==> src/rtl/pipeline_hazard_ctrl.sv <==
// pipeline_hazard_ctrl
//   Sequences a 5-stage RISC-V pipeline: load-use stalls, EX-resolved
//   redirects, data-memory wait freezes and the halt drain/stop sequence.
// Ports
//   clk, reset                 clock, synchronous active-high reset
//   id_opcode/id_rs1/id_rs2    ID-stage instruction fields
//   ex_memread/ex_rd           load in EX and its destination
//   ex_redirect/ex_halt        EX-resolved redirect / halt in EX
//   mem_req/dmem_ready         data-memory access in MEM and its completion
//   pc_write/ifid_write        PC and IF/ID load enables
//   ifid_flush/idex_flush      bubble insertion into IF/ID and ID/EX
//   pipe_en                    load enable for ID/EX, EX/MEM, MEM/WB
//   halted                     core stopped
//   stall_cycles               saturating count of cycles with pc_write=0
module pipeline_hazard_ctrl #(
  parameter int DRAIN_CYCLES = 2,
  parameter int CNT_W        = 16
) (
  input  logic             clk,
  input  logic             reset,
  input  logic [6:0]       id_opcode,
  input  logic [4:0]       id_rs1,
  input  logic [4:0]       id_rs2,
  input  logic             ex_memread,
  input  logic [4:0]       ex_rd,
  input  logic             ex_redirect,
  input  logic             ex_halt,
  input  logic             mem_req,
  input  logic             dmem_ready,
  output logic             pc_write,
  output logic             ifid_write,
  output logic             ifid_flush,
  output logic             idex_flush,
  output logic             pipe_en,
  output logic             halted,
  output logic [CNT_W-1:0] stall_cycles
);

  localparam int DW = (DRAIN_CYCLES < 2) ? 1 : $clog2(DRAIN_CYCLES + 1);

  typedef enum logic [1:0] {RUN, DRAIN, HALTED} state_e;

  state_e           state_q, state_d;
  logic [DW-1:0]    drain_q, drain_d;
  logic [CNT_W-1:0] stall_q, stall_d;

  logic rs1_used, rs2_used, load_use, mem_wait;

  always_comb begin
    rs1_used = 1'b0;
    rs2_used = 1'b0;
    case (id_opcode)
      7'b0110011, 7'b0100011, 7'b1100011: begin rs1_used = 1'b1; rs2_used = 1'b1; end
      7'b0010011, 7'b0000011, 7'b1100111: rs1_used = 1'b1;
      default: ;
    endcase
  end

  // ex_rd==0 covers id_rsX==0 too: a match against x0 can never be a hazard.
  assign load_use = ex_memread && (ex_rd != 5'd0) &&
                    ((rs1_used && id_rs1 == ex_rd) || (rs2_used && id_rs2 == ex_rd));
  assign mem_wait = mem_req & ~dmem_ready;

  always_comb begin
    pc_write   = 1'b0;
    ifid_write = 1'b0;
    ifid_flush = 1'b0;
    idex_flush = 1'b0;
    pipe_en    = 1'b0;
    halted     = 1'b0;
    state_d    = state_q;
    drain_d    = drain_q;
    if (reset) begin
      // clock bubbles into the pipe while reset is held
      ifid_flush = 1'b1;
      idex_flush = 1'b1;
      pipe_en    = 1'b1;
    end else begin
      case (state_q)
        RUN: begin
          if (mem_wait) begin
            // full freeze: everything holds
          end else if (ex_halt) begin
            ifid_flush = 1'b1;
            idex_flush = 1'b1;
            pipe_en    = 1'b1;
            state_d    = DRAIN;
            drain_d    = DW'(DRAIN_CYCLES);
          end else if (ex_redirect) begin
            // ID instruction is wrong-path, so a pending load-use is moot
            pc_write   = 1'b1;
            ifid_write = 1'b1;
            ifid_flush = 1'b1;
            idex_flush = 1'b1;
            pipe_en    = 1'b1;
          end else if (load_use) begin
            idex_flush = 1'b1;
            pipe_en    = 1'b1;
          end else begin
            pc_write   = 1'b1;
            ifid_write = 1'b1;
            pipe_en    = 1'b1;
          end
        end
        DRAIN: begin
          ifid_flush = 1'b1;
          idex_flush = 1'b1;
          pipe_en    = ~mem_wait;
          if (!mem_wait) begin
            drain_d = drain_q - DW'(1);
            if (drain_q == DW'(1)) state_d = HALTED;
          end
        end
        HALTED: halted = 1'b1;
        default: state_d = RUN;
      endcase
    end
  end

  always_comb begin
    stall_d = stall_q;
    if (!pc_write && stall_q != {CNT_W{1'b1}}) stall_d = stall_q + CNT_W'(1);
  end

  always_ff @(posedge clk) begin
    if (reset) begin
      state_q <= RUN;
      drain_q <= '0;
      stall_q <= '0;
    end else begin
      state_q <= state_d;
      drain_q <= drain_d;
      stall_q <= stall_d;
    end
  end

  assign stall_cycles = stall_q;

endmodule

==> config.mk <==
export PLATFORM = sky130hd
export DESIGN_NAME = pipeline_hazard_ctrl
export DESIGN_NICKNAME = d
export VERILOG_FILES = /design/src/rtl/pipeline_hazard_ctrl.sv
export SDC_FILE = /design/constraint.sdc
export NUM_CORES = 1
export LEC_CHECK = 0
export CAP_MARGIN = 20
export CORE_UTILIZATION = 46
export DETAILED_ROUTE_END_ITERATION = 6
export PLACE_DENSITY = 0.82
export REMOVE_ABC_BUFFERS = 1
export SETUP_SLACK_MARGIN = 0.2
export SYNTH_ARGS = -nofsm -noshare
export SYNTH_HDL_FRONTEND = slang
export SYNTH_SLANG_ARGS = --single-unit
export TNS_END_PERCENT = 100
==> constraint.sdc <==
create_clock -name clk -period 6.25 [get_ports clk]
set_input_delay 1.25 -clock clk [delete_from_list [all_inputs] [get_ports clk]]
set_output_delay 1.25 -clock clk [all_outputs]
set_load 0.005 [all_outputs]
* Word-level counts from Yosys, hierarchy flattened
Cells that the tools add are included. W data, S select, Z words.
Cells by class: add/sub/neg operators 2, $mul 0, divide/modulo/power cells 0, order comparisons 0, equality and inequality tests 16, shift-type cells 0, mux-type cells 33, bitwise logic cells 4, reduce and logical (&&, ||, !) cells 14
Operator list (number):
- $mux W1 | 21
- $add A16 B1 Y16 const B | 1
- $ne A16 B16 Y1 const B | 1
- $eq A7 B6 Y1 const B | 2
- $eq A7 B7 Y1 const B | 2
- $mux W2 | 7
- $eq A5 B5 Y1 | 2
- $ne A2 B2 Y1 const B | 4
- $eq A7 B2 Y1 const B | 1
- $eq A7 B5 Y1 const B | 1
- $pmux W1 S2 | 3
- $pmux W2 S3 | 1
- $reduce_or A6 Y1 | 1
- $logic_and A1 B1 Y1 | 5
- $reduce_and A5 Y1 | 1
- $reduce_bool A5 Y1 | 1
- $eq A2 B1 Y1 const B | 2
- $pmux W2 S2 | 1
- $reduce_and A4 Y1 | 1
- $not A1 Y1 | 3
- $reduce_or A3 Y1 | 1
- $eq A2 B2 Y1 const B | 1
- $logic_not A2 Y1 | 1
- $reduce_bool A2 Y1 | 1
- other kinds (4) | 4
Storage, ports and cells: flip-flop bits (word level) 20, bits in latches 0, RAM bits 0, memory bits (read-only) 0, output and inout bits 22, logic and storage cells 72, memories 0

* Depth between registers and ports, before layout
Gate-level depths: netlist of the first run.
depth after elaboration 14, gate-level depth with buffers 10

* Worst setup path before layout of the first run
No wires, ideal clock.
path kind input-to-output, start input port ex_rd[0], end output port pc_write, arrival 2.428 ns, required time 5.000 ns, path slack 2.572 ns, cell stages on the path 6, path buffers 1, cell sequence xor2_1 a2111oi_0 and4_1 o21bai_1 o2111a_1 buf_4
On the way: cells in the longest elaborated chain, start to end 10
RTL lines:
- from (decl) | line 25 | input logic [4:0] ex_rd,
- $eq A5 B5 Y1 | line 61 | ((rs1_used && id_rs1 == ex_rd) || (rs2_used && id_rs2 == ex_rd));
- $logic_and A1 B1 Y1 | line 61
- $logic_or A1 B1 Y1 | line 61
- $logic_and A1 B1 Y1 * | line 60 | assign load_use = ex_memread && (ex_rd != 5'd0) &&
- $mux W1 * (6 in series)
- to (decl) | line 30 | output logic pc_write,
Mark *: on every way between the ends. The rest lies on a longest branch, timed or not.

* Worst setup path in the final report of the first run
start input port ex_rd[0], end output port pc_write
On the way: cells in the longest elaborated chain, start to end 10
RTL lines:
- $eq A5 B5 Y1 | line 61
- $logic_and A1 B1 Y1 | line 61
- $logic_or A1 B1 Y1 | line 61
- $logic_and A1 B1 Y1 * | line 60
- $mux W1 * | line 96 | end else if (load_use) begin
- $mux W1 * | line 89 | end else if (ex_redirect) begin
- $mux W1 * | line 83 | end else if (ex_halt) begin
- $mux W1 * | line 81 | if (mem_wait) begin
- $mux W1 * | line 79 | case (state_q)
- $mux W1 * | line 73 | if (reset) begin
Marked as above.

==> results of run 1 <==
==> worst max-delay path: stages <==
cell and delay [ns]:
clkdlybuf4s50_1 0.47, xor2_1 0.18, a2111oi_0 0.39, and4_1 0.29, o21bai_1 0.11, o2111a_1 0.27, clkdlybuf4s50_1 0.45
==> stage by stage <==
| stage | utilization | setup slack (ns) | hold slack [ns] | total power, W |
|---|---|---|---|---|
| after floorplan | - | 2.696 | 0.4796 | 0.0001630 |
| after global placement | 0.6937 | 1.698 | 0.4895 | 0.0001969 |
| after detailed placement | 0.6937 | 1.567 | 0.5127 | 0.0001994 |
| after CTS | 0.7082 | 1.559 | 0.5281 | 0.0002735 |
| after global routing | 0.7082 | 1.491 | 0.5490 | 0.0002832 |
| final | 0.7082 | 1.582 | 0.5257 | 0.0002725 |
==> logic make-up after synthesis <==
| family | Yosys count | share of synthesized area |
|---|---|---|
| buf+inv | 12 | 0.04868 |
| flops | 20 | 0.3245 |
| compound gates | 38 | 0.2059 |
| fa+ha+maj | 2 | 0.02028 |
| mux | 3 | 0.02637 |
| xor+xnor | 13 | 0.09229 |
| simple gates | 62 | 0.2820 |
==> layout by cell type, fill, tap and decap left out, drive strengths merged, types with 3 or more instances in the layout <==
cell	instances
clkbuf	4
nor2	14
xor2	7
clkdlybuf4s50	50
o31ai	5
nand2b	3
o21ai	9
or4	7
inv	6
nand4	5
or2	3
xnor2	6
dfxtp	20
a2111oi	3
a21oi	12
nand3	6
nand2	7
or3	4
==> routing by layer <==
| metal | vias to the layer above | share of wire | wire [um] | GRT usage |
|---|---|---|---|---|
| met4 | 0 | 0.031 | 99 | 0.1184 |
| met1 | 633 | 0.39 | 1243 | 0.2610 |
| met2 | 60 | 0.52 | 1657 | 0.4609 |
| met3 | 13 | 0.057 | 183 | 0.02825 |
| met5 | - | 0 | 0 | 0 |
| li1 | 655 | - | - | - |
==> registers in the layout (all words and copies together), names as in the netlist <==
| name | count |
|---|---|
| drain_q | 2 |
| state_q | 2 |
| stall_cycles | 16 |
==> final cells by class <==
class | count | area share
tap | 30 | 0.02120
inverter | 6 | 0.01272
sequential | 20 | 0.2261
clock buffer | 4 | 0.02049
timing repair buffer | 50 | 0.2827
multi-input combinational | 118 | 0.4367
==> worst max path at each step <==
stage / endpoint / cells past startpoint
after floorplan: ifid_write / 5
after global placement: pc_write / 7
after detailed placement: pc_write / 7
after CTS: pc_write / 7
after global routing: pc_write / 7
final: pc_write / 7
==> power breakdown <==
group	internal (W)	switching, W
logic	0.0000363	0.0000237
clock network	0.0000356	0.0000404
registers	0.000132	0.00000465
==> flow_summary_export.csv, run 1 <==
group,metric,value,unit
placement,port_buffers,50,
clock_network,ctsResizeCount,0,
clock_network,clk_latency,0.31,ns
clock_network,clock-sinks,20,
drt,vias_per_cell,5.969,
drt,drtPass1Iterations,4,
worst_setup_path,crit_type,"in2out",
worst_setup_path,worstSetupStartpointType,"input port",
floorplanning,initial_utilization,0.4935,
floorplanning,rows,18,
hold_path,min_path_cells,2,
worst_setup_path,rr_startpoint,"stall_cycles[3]$_SDFFE_PP0P_",
drt,drcViolationCount,0,
finish,syn_to_final_growth,43.51,%
global_route,grt.total_usage,0.2433,
logic_synthesis,synth_common_cells,"dfxtp_1, nor2_1, a21oi_1",
logic_synthesis,yosysWarnings,0,
placement,dp_hpwl,2487,um
hold_path,worstHoldPathType,"reg2reg",
logic_synthesis,yosysTopAreaCellShare,0.3245,
floorplanning,io_pins,51,
timing,setup-tns-final,0,ns
finish,seqCellArea,400.4,um^2
outcome,outcome,"finished, final reports clean",
logic_synthesis,ys_async_sr_fraction,0,
logic_synthesis,synthTopCellsByArea,"dfxtp_1, xor2_1, a21oi_1",
global_route,grt_max_degree,26,
drt,drt-initial-drc-count,33,
logic_synthesis,ys_seq_area_frac,0.3245,
finish,drive_gt1_frac,0.06061,
drt,routed_wirelength,3184,um
logic_synthesis,syn_area,0.001234,mm^2
worst_setup_path,critPathLaunch,"ex_rd[0]",
floorplanning,fp.coreArea,0.002500,mm^2
worst_setup_path,reg2reg_to,"stall_cycles[9]$_SDFFE_PP0P_",
floorplanning,die_h,53.79,um
finish,finalNetCount,230,
logic_synthesis,syn-instance-count,150,
logic_synthesis,synth_edf_count,0,
placement,gp_congestion,0.7231,
worst_setup_path,critPathCaptureType,"primary output",
finish,finalNonFillerCells,228,
logic_synthesis,ys_ff_latch,20,
timing,fin_crit_sh,0.7468,
finish,diodes,0,
logic_synthesis,synth_most_common_cell,"dfxtp_1",
global_route,grt-ovfl-total,0,
global_route,grt_pass1_vias,1222,
clock_network,path_clk_slew,0.11,ns
power,vdd_drop_max,0.1473,mV
finish,design_area,0.001770,mm^2
drt,dr_total_vias,1361,
global_route,antenna_found_initial,0,
hold_path,min_from,"stall_cycles[10]$_SDFFE_PP0P_",
worst_setup_path,regToRegSetupSlack,4.00,ns
global_route,grt_first_pass_wirelength,5133,um
logic_synthesis,dominantRegCellSynth,"dfxtp_1",
clock_network,cts_buffer_depth,2,
finish,multi_input_area,773.2,um^2
worst_setup_path,arrival,3.42,ns
placement,place_area,0.001734,mm^2
finish,n_fill_cell,215,
flow_run,drv_cap,0,
worst_setup_path,crit_required,5.00,ns
worst_setup_path,rr_worst_depth,7,
timing,fin_crit,4.668,ns
clock_network,holdBufCountCts,0,
clock_network,cts_tree,"yes",
power,powerDensity,153.9,mW/mm^2
placement,post-place-cells,224,
power,leakage,0.6106,nW
logic_synthesis,yosysTopAreaCell,"dfxtp_1",
timing,setup_violations,0,
drt,drt.antenna.violating_nets,0,
timing,fmax,214.2,MHz
timing,hold_violations,0,
hold_path,hold_path_end,"stall_cycles[10]$_SDFFE_PP0P_",
clock_network,cts_setup_buffers,0,
timing,rsz0062_at_grt,"false",
timing,finalClockSkew,0.004308,ns
clock_network,htree_num_levels,1,
clock_network,ctsRootBufferMaster,"clkbuf_4",
timing,worst_pin_slew,0.8662,ns
floorplanning,die_w,53.79,um
logic_synthesis,syn_area_per_cell,8.225,um^2
logic_synthesis,synth.distinct_cells,42,
timing,slew_violations,0,
worst_setup_path,crit_fanout,3,
drt,post_drt_wl_per_cell,13.96,um
timing,slew_headroom,0.4207,
clock_network,cts_made_buffers,3,
floorplanning,die-area,0.002893,mm^2
No activity file was read; power rests on OpenSTA's default activity.
==> run 2: changes to the inputs <==
--- a/config.mk
+++ b/config.mk
@@ -6,9 +6,9 @@
 export NUM_CORES = 1
 export LEC_CHECK = 0
 export CAP_MARGIN = 20
-export CORE_UTILIZATION = 46
+export CORE_UTILIZATION = 38
 export DETAILED_ROUTE_END_ITERATION = 6
-export PLACE_DENSITY = 0.82
+export PLACE_DENSITY = 0.72
 export REMOVE_ABC_BUFFERS = 1
 export SETUP_SLACK_MARGIN = 0.2
 export SYNTH_ARGS = -nofsm -noshare
==> constraint.sdc (replaced) <==
create_clock -name clk -period 4.2 [get_ports clk]
set_input_delay 0.84 -clock clk [delete_from_list [all_inputs] [get_ports clk]]
set_output_delay 0.84 -clock clk [all_outputs]
set_load 0.005 [all_outputs]
==> flow_summary_export.csv, run 2 (synthesized netlist as in run 1, its figures left out) <==
group,metric,value,unit
clock_network,htree_num_levels,1,
timing,fin_crit,3.750,ns
floorplanning,rows,20,
hold_path,min_from,"drain_q[1]$_SDFFE_PP0P_",
worst_setup_path,crit_cells,7,
global_route,antenna_found_initial,0,
global_route,grt.total_usage,0.1971,
floorplanning,fp.coreArea,0.003078,mm^2
global_route,grt_max_degree,26,
worst_setup_path,crit_fanout,3,
worst_setup_path,crit_buf_inv,2,
clock_network,clock-sinks,20,
clock_network,ctsRootBufferMaster,"clkbuf_4",
timing,finalClockSkew,0.01427,ns
timing,fmax,266.6,MHz
power,powerDensity,251.0,mW/mm^2
timing,slew_violations,0,
finish,diodes,0,
finish,final_common_cell,"clkdlybuf4s50_1",
finish,layout_common_cells,"clkdlybuf4s50_1, dfxtp_1, nor2_1",
outcome,outcome,"finished, final reports clean",
global_route,grt_first_pass_wirelength,5161,um
drt,drt.antenna.violating_nets,0,
worst_setup_path,worstSetupStartpointType,"input port",
finish,largest_reg_flops,16,
worst_setup_path,crit_type,"in2out",
finish,syn_to_final_growth,46.86,%
worst_setup_path,cpMostUsedCell,"clkdlybuf4s50_1",
placement,port_buffers,50,
drt,drt-initial-drc-count,47,
power,leakage,0.6223,nW
timing,rsz0062_at_grt,"false",
worst_setup_path,critPathCaptureType,"primary output",
hold_path,hold_path_end,"drain_q[1]$_SDFFE_PP0P_",
worst_setup_path,regToRegSetupSlack,1.96,ns
clock_network,holdBufCountCts,0,
clock_network,clk_latency,0.32,ns
placement,place_area,0.001759,mm^2
floorplanning,die-area,0.003479,mm^2
timing,worst_pin_slew,0.4236,ns
worst_setup_path,arrival,2.91,ns
timing,setup_violations,0,
worst_setup_path,reg2reg_to,"stall_cycles[9]$_SDFFE_PP0P_",
global_route,grt-ovfl-total,0,
floorplanning,die_w,58.98,um
worst_setup_path,slowest_stage,"clkdlybuf4s50_1",
worst_setup_path,critPathMaxStageDelay,0.47,ns
clock_network,ctsResizeCount,0,
timing,setup-tns-final,0,ns
placement,gp_congestion,0.8397,
timing,slew_headroom,0.7150,
power,vdd_drop_max,0.1385,mV
worst_setup_path,path_delay_family,"buffers and inverters",
finish,drive_gt1_frac,0.06533,
drt,vias_per_cell,5.440,
clock_network,cts_made_buffers,3,
drt,post_drt_wl_per_cell,13.10,um
timing,hold_violations,0,
worst_setup_path,path_cells,"clkdlybuf4s50_1, xor2_1, a2111oi_0, and4_1, o21bai_1, o2111a_1, clkdlybuf4s50_1",
timing,fin_crit_sh,0.8929,
drt,dr_total_vias,1322,
clock_network,path_clk_slew,0.11,ns
floorplanning,die_h,58.98,um
placement,dp_hpwl,2470,um
hold_path,worstHoldPathType,"reg2reg",
drt,drtPass1Iterations,4,
floorplanning,io_pins,51,
hold_path,min_path_cells,2,
finish,design_area,0.001812,mm^2
clock_network,cts_buffer_depth,2,
clock_network,cts_setup_buffers,0,
drt,routed_wirelength,3184,um
worst_setup_path,rr_startpoint,"stall_cycles[0]$_SDFFE_PP0P_",
flow_run,drv_cap,0,
global_route,grt_pass1_vias,1191,
drt,drcViolationCount,0,
worst_setup_path,crit_required,3.36,ns
worst_setup_path,rr_worst_depth,8,
clock_network,cts_tree,"yes",
finish,finalNetCount,231,
floorplanning,initial_utilization,0.4008,
==> run 2: worst max path at each step <==
stage | start | endpoint | slack [ns]
global route | ex_rd[2] | ifid_write | 0.32
floorplan | ex_rd[0] | ifid_write | 1.47
global placement | ex_rd[2] | pc_write | 0.46
CTS | ex_rd[0] | ifid_write | 0.42
finish | ex_rd[0] | ifid_write | 0.45
detailed placement | ex_rd[0] | ifid_write | 0.42
==> run 2: per-layer routing <==
metal  part of all wire  track usage  vias up
met4              0.019      0.09184        0
met1               0.41       0.2162      608
met3              0.057      0.02838        5
met5                  0            0        -
li1                   -            -      656
met2               0.51       0.3701       53
==> run 2: per-stage QoR <==
step                instances  hold WS, ns  worst slack (ns)  utilization  total power (W)
detailed placement        239       0.5099            0.4198       0.5715        0.0002981
floorplan                 144       0.4796             1.466            -        0.0002426
finish                    243       0.5271            0.4498       0.5886        0.0004548
global route              243       0.5489            0.3210       0.5886        0.0004725
CTS                       243       0.5351            0.4192       0.5886        0.0004567
global placement          239       0.4897            0.4628       0.5715        0.0002937
==> run 2: tightest hold or removal path, stage by stage, from the launching register on <==
cell     delay, ns
dfxtp_1       0.34
o22ai_1       0.08
nor2_1        0.07
==> run 2: layout make-up <==
class,count,area [um^2]
clock inverters,1,30.03
flip-flops and latches,20,400.4
fillers,293,1266
well taps,44,55.05
clock buffers,3,22.52
multi-input cells,118,773.2
inverters,6,22.52
repair buffers,51,508.0
==> run 2: where the power goes <==
| part | leakage [nW] | switching (W) | internal (W) |
|---|---|---|---|
| Clock | 0.0279 | 0.0000645 | 0.0000967 |
| Sequential | 0.162 | 0.00000689 | 0.000196 |
| Combinational | 0.432 | 0.0000357 | 0.0000548 |
==> run 3: changes to the inputs <==
--- a/config.mk
+++ b/config.mk
@@ -8,7 +8,7 @@
 export CAP_MARGIN = 20
 export CORE_UTILIZATION = 38
 export DETAILED_ROUTE_END_ITERATION = 6
-export PLACE_DENSITY = 0.72
+export PLACE_DENSITY = 0.84
 export REMOVE_ABC_BUFFERS = 1
 export SETUP_SLACK_MARGIN = 0.2
 export SYNTH_ARGS = -nofsm -noshare
==> flow_summary_export.csv, run 3 (synthesized netlist as in run 1, its figures left out) <==
group,metric,value,unit
clock_network,htree_num_levels,1,
worst_setup_path,crit_required,3.36,ns
clock_network,clk_latency,0.30,ns
clock_network,path_clk_slew,0.11,ns
global_route,grt-ovfl-total,0,
floorplanning,die_w,58.98,um
clock_network,holdBufCountCts,0,
timing,fin_crit,3.766,ns
clock_network,clock-sinks,20,
timing,worst_pin_slew,0.4201,ns
finish,largest_reg_flops,16,
drt,vias_per_cell,5.198,
placement,port_buffers,50,
worst_setup_path,cpMostUsedCell,"clkdlybuf4s50_1",
floorplanning,die-area,0.003479,mm^2
placement,post-place-cells,239,
timing,setup-tns-final,0,ns
finish,finalNonFillerCells,243,
clock_network,cts_tree,"yes",
worst_setup_path,critPathCaptureType,"primary output",
global_route,grt.total_usage,0.1760,
clock_network,cts_setup_buffers,0,
floorplanning,initial_utilization,0.4008,
drt,routed_wirelength,2910,um
clock_network,ctsResizeCount,0,
drt,drt-initial-drc-count,34,
global_route,grt_pass1_vias,1097,
placement,place_area,0.001759,mm^2
placement,dp_hpwl,2244,um
finish,layout_common_cells,"clkdlybuf4s50_1, dfxtp_1, nor2_1",
finish,diodes,0,
power,powerDensity,224.0,mW/mm^2
outcome,outcome,"finished, final reports clean",
timing,slew_headroom,0.7173,
timing,fmax,265.5,MHz
power,leakage,0.6154,nW
timing,rsz0062_at_grt,"false",
floorplanning,io_pins,51,
drt,drtPass1Iterations,4,
global_route,antenna_found_initial,0,
finish,drive_gt1_frac,0.06533,
placement,gp_congestion,0.8176,
worst_setup_path,crit_type,"in2out",
timing,slew_violations,0,
finish,final_common_cell,"clkdlybuf4s50_1",
worst_setup_path,rr_worst_depth,8,
drt,dr_total_vias,1263,
floorplanning,die_h,58.98,um
finish,n_fill_cell,292,
clock_network,ctsRootBufferMaster,"clkbuf_4",
drt,drt.antenna.violating_nets,0,
clock_network,cts_made_buffers,3,
drt,drcViolationCount,0,
power,vdd_drop_max,0.2181,mV
worst_setup_path,crit_fanout,3,
drt,post_drt_wl_per_cell,11.98,um
timing,setup_violations,0,
clock_network,cts_buffer_depth,2,
global_route,grt_first_pass_wirelength,4767,um
global_route,grt_max_degree,26,
timing,fin_crit_sh,0.8966,
flow_run,drv_cap,0,
worst_setup_path,slowest_stage,"clkdlybuf4s50_1",
hold_path,min_path_cells,2,
timing,hold_violations,0,
worst_setup_path,path_cells,"clkdlybuf4s50_1, xor2_1, a2111oi_0, and4_1, o21bai_1, o2111a_1, clkdlybuf4s50_1",
worst_setup_path,arrival,2.93,ns
floorplanning,rows,20,
timing,finalClockSkew,0.0007735,ns
hold_path,worstHoldPathType,"reg2reg",
finish,design_area,0.001795,mm^2
worst_setup_path,critPathMaxStageDelay,0.46,ns
worst_setup_path,worstSetupStartpointType,"input port",
finish,syn_to_final_growth,45.54,%
finish,finalNetCount,231,
floorplanning,fp.coreArea,0.003078,mm^2
## run 3: path summary, 6_finish.rpt
check	startpoint	slack, ns	end
worst max-delay path	ex_rd[2]	0.43	pc_write
worst min-delay path	state_q[0]$_SDFFE_PP0P_	0.52	state_q[1]$_SDFFE_PP0P_
worst max register to register	stall_cycles[0]$_SDFFE_PP0P_	1.96	stall_cycles[9]$_SDFFE_PP0P_
worst min register to register	state_q[0]$_SDFFE_PP0P_	0.52	state_q[1]$_SDFFE_PP0P_
## run 3: metrics by stage
step           setup WS, ns  hold WS (ns)    util  power [W]
2_1_floorplan         1.466        0.4796       -  0.0002426
3_3_place_gp         0.4899        0.4969  0.5715  0.0002948
3_5_place_dp         0.4333        0.5106  0.5715  0.0002961
4_1_cts              0.4260        0.5279  0.5833  0.0004060
5_1_grt              0.2936        0.5530  0.5833  0.0004231
6_report             0.4342        0.5244  0.5833  0.0004021
## run 3: final cells by class
class                           count  area [um^2]  share of cell area
Clock buffer                        4        36.28             0.02021
Multi-Input combinational cell    118        773.2              0.4307
Inverter                            6        22.52             0.01254
Tap cell                           44        55.05             0.03066
Sequential cell                    20        400.4              0.2230
Timing Repair Buffer               51        508.0              0.2829
## run 3: routing by layer
layer,up-vias,track usage,part of all wire
li1,651,-,-
met1,583,0.2300,0.47
met2,29,0.3052,0.48
met3,0,0.04585,0.047
met4,0,0.01020,0
met5,-,0,0
## run 3: power by group
group | internal (W) | leakage, nW | switching (W)
registers | 0.000196 | 0.162 | 0.00000680
clock network | 0.0000529 | 0.0210 | 0.0000576
logic | 0.0000545 | 0.432 | 0.0000342
## run 3: worst max-delay path, delay by kind of cell
family | cells | cell delay (ns)
simple gates | 1 | 0.28
compound gates | 3 | 0.71
buf+inv | 2 | 0.91
xor+xnor | 1 | 0.18
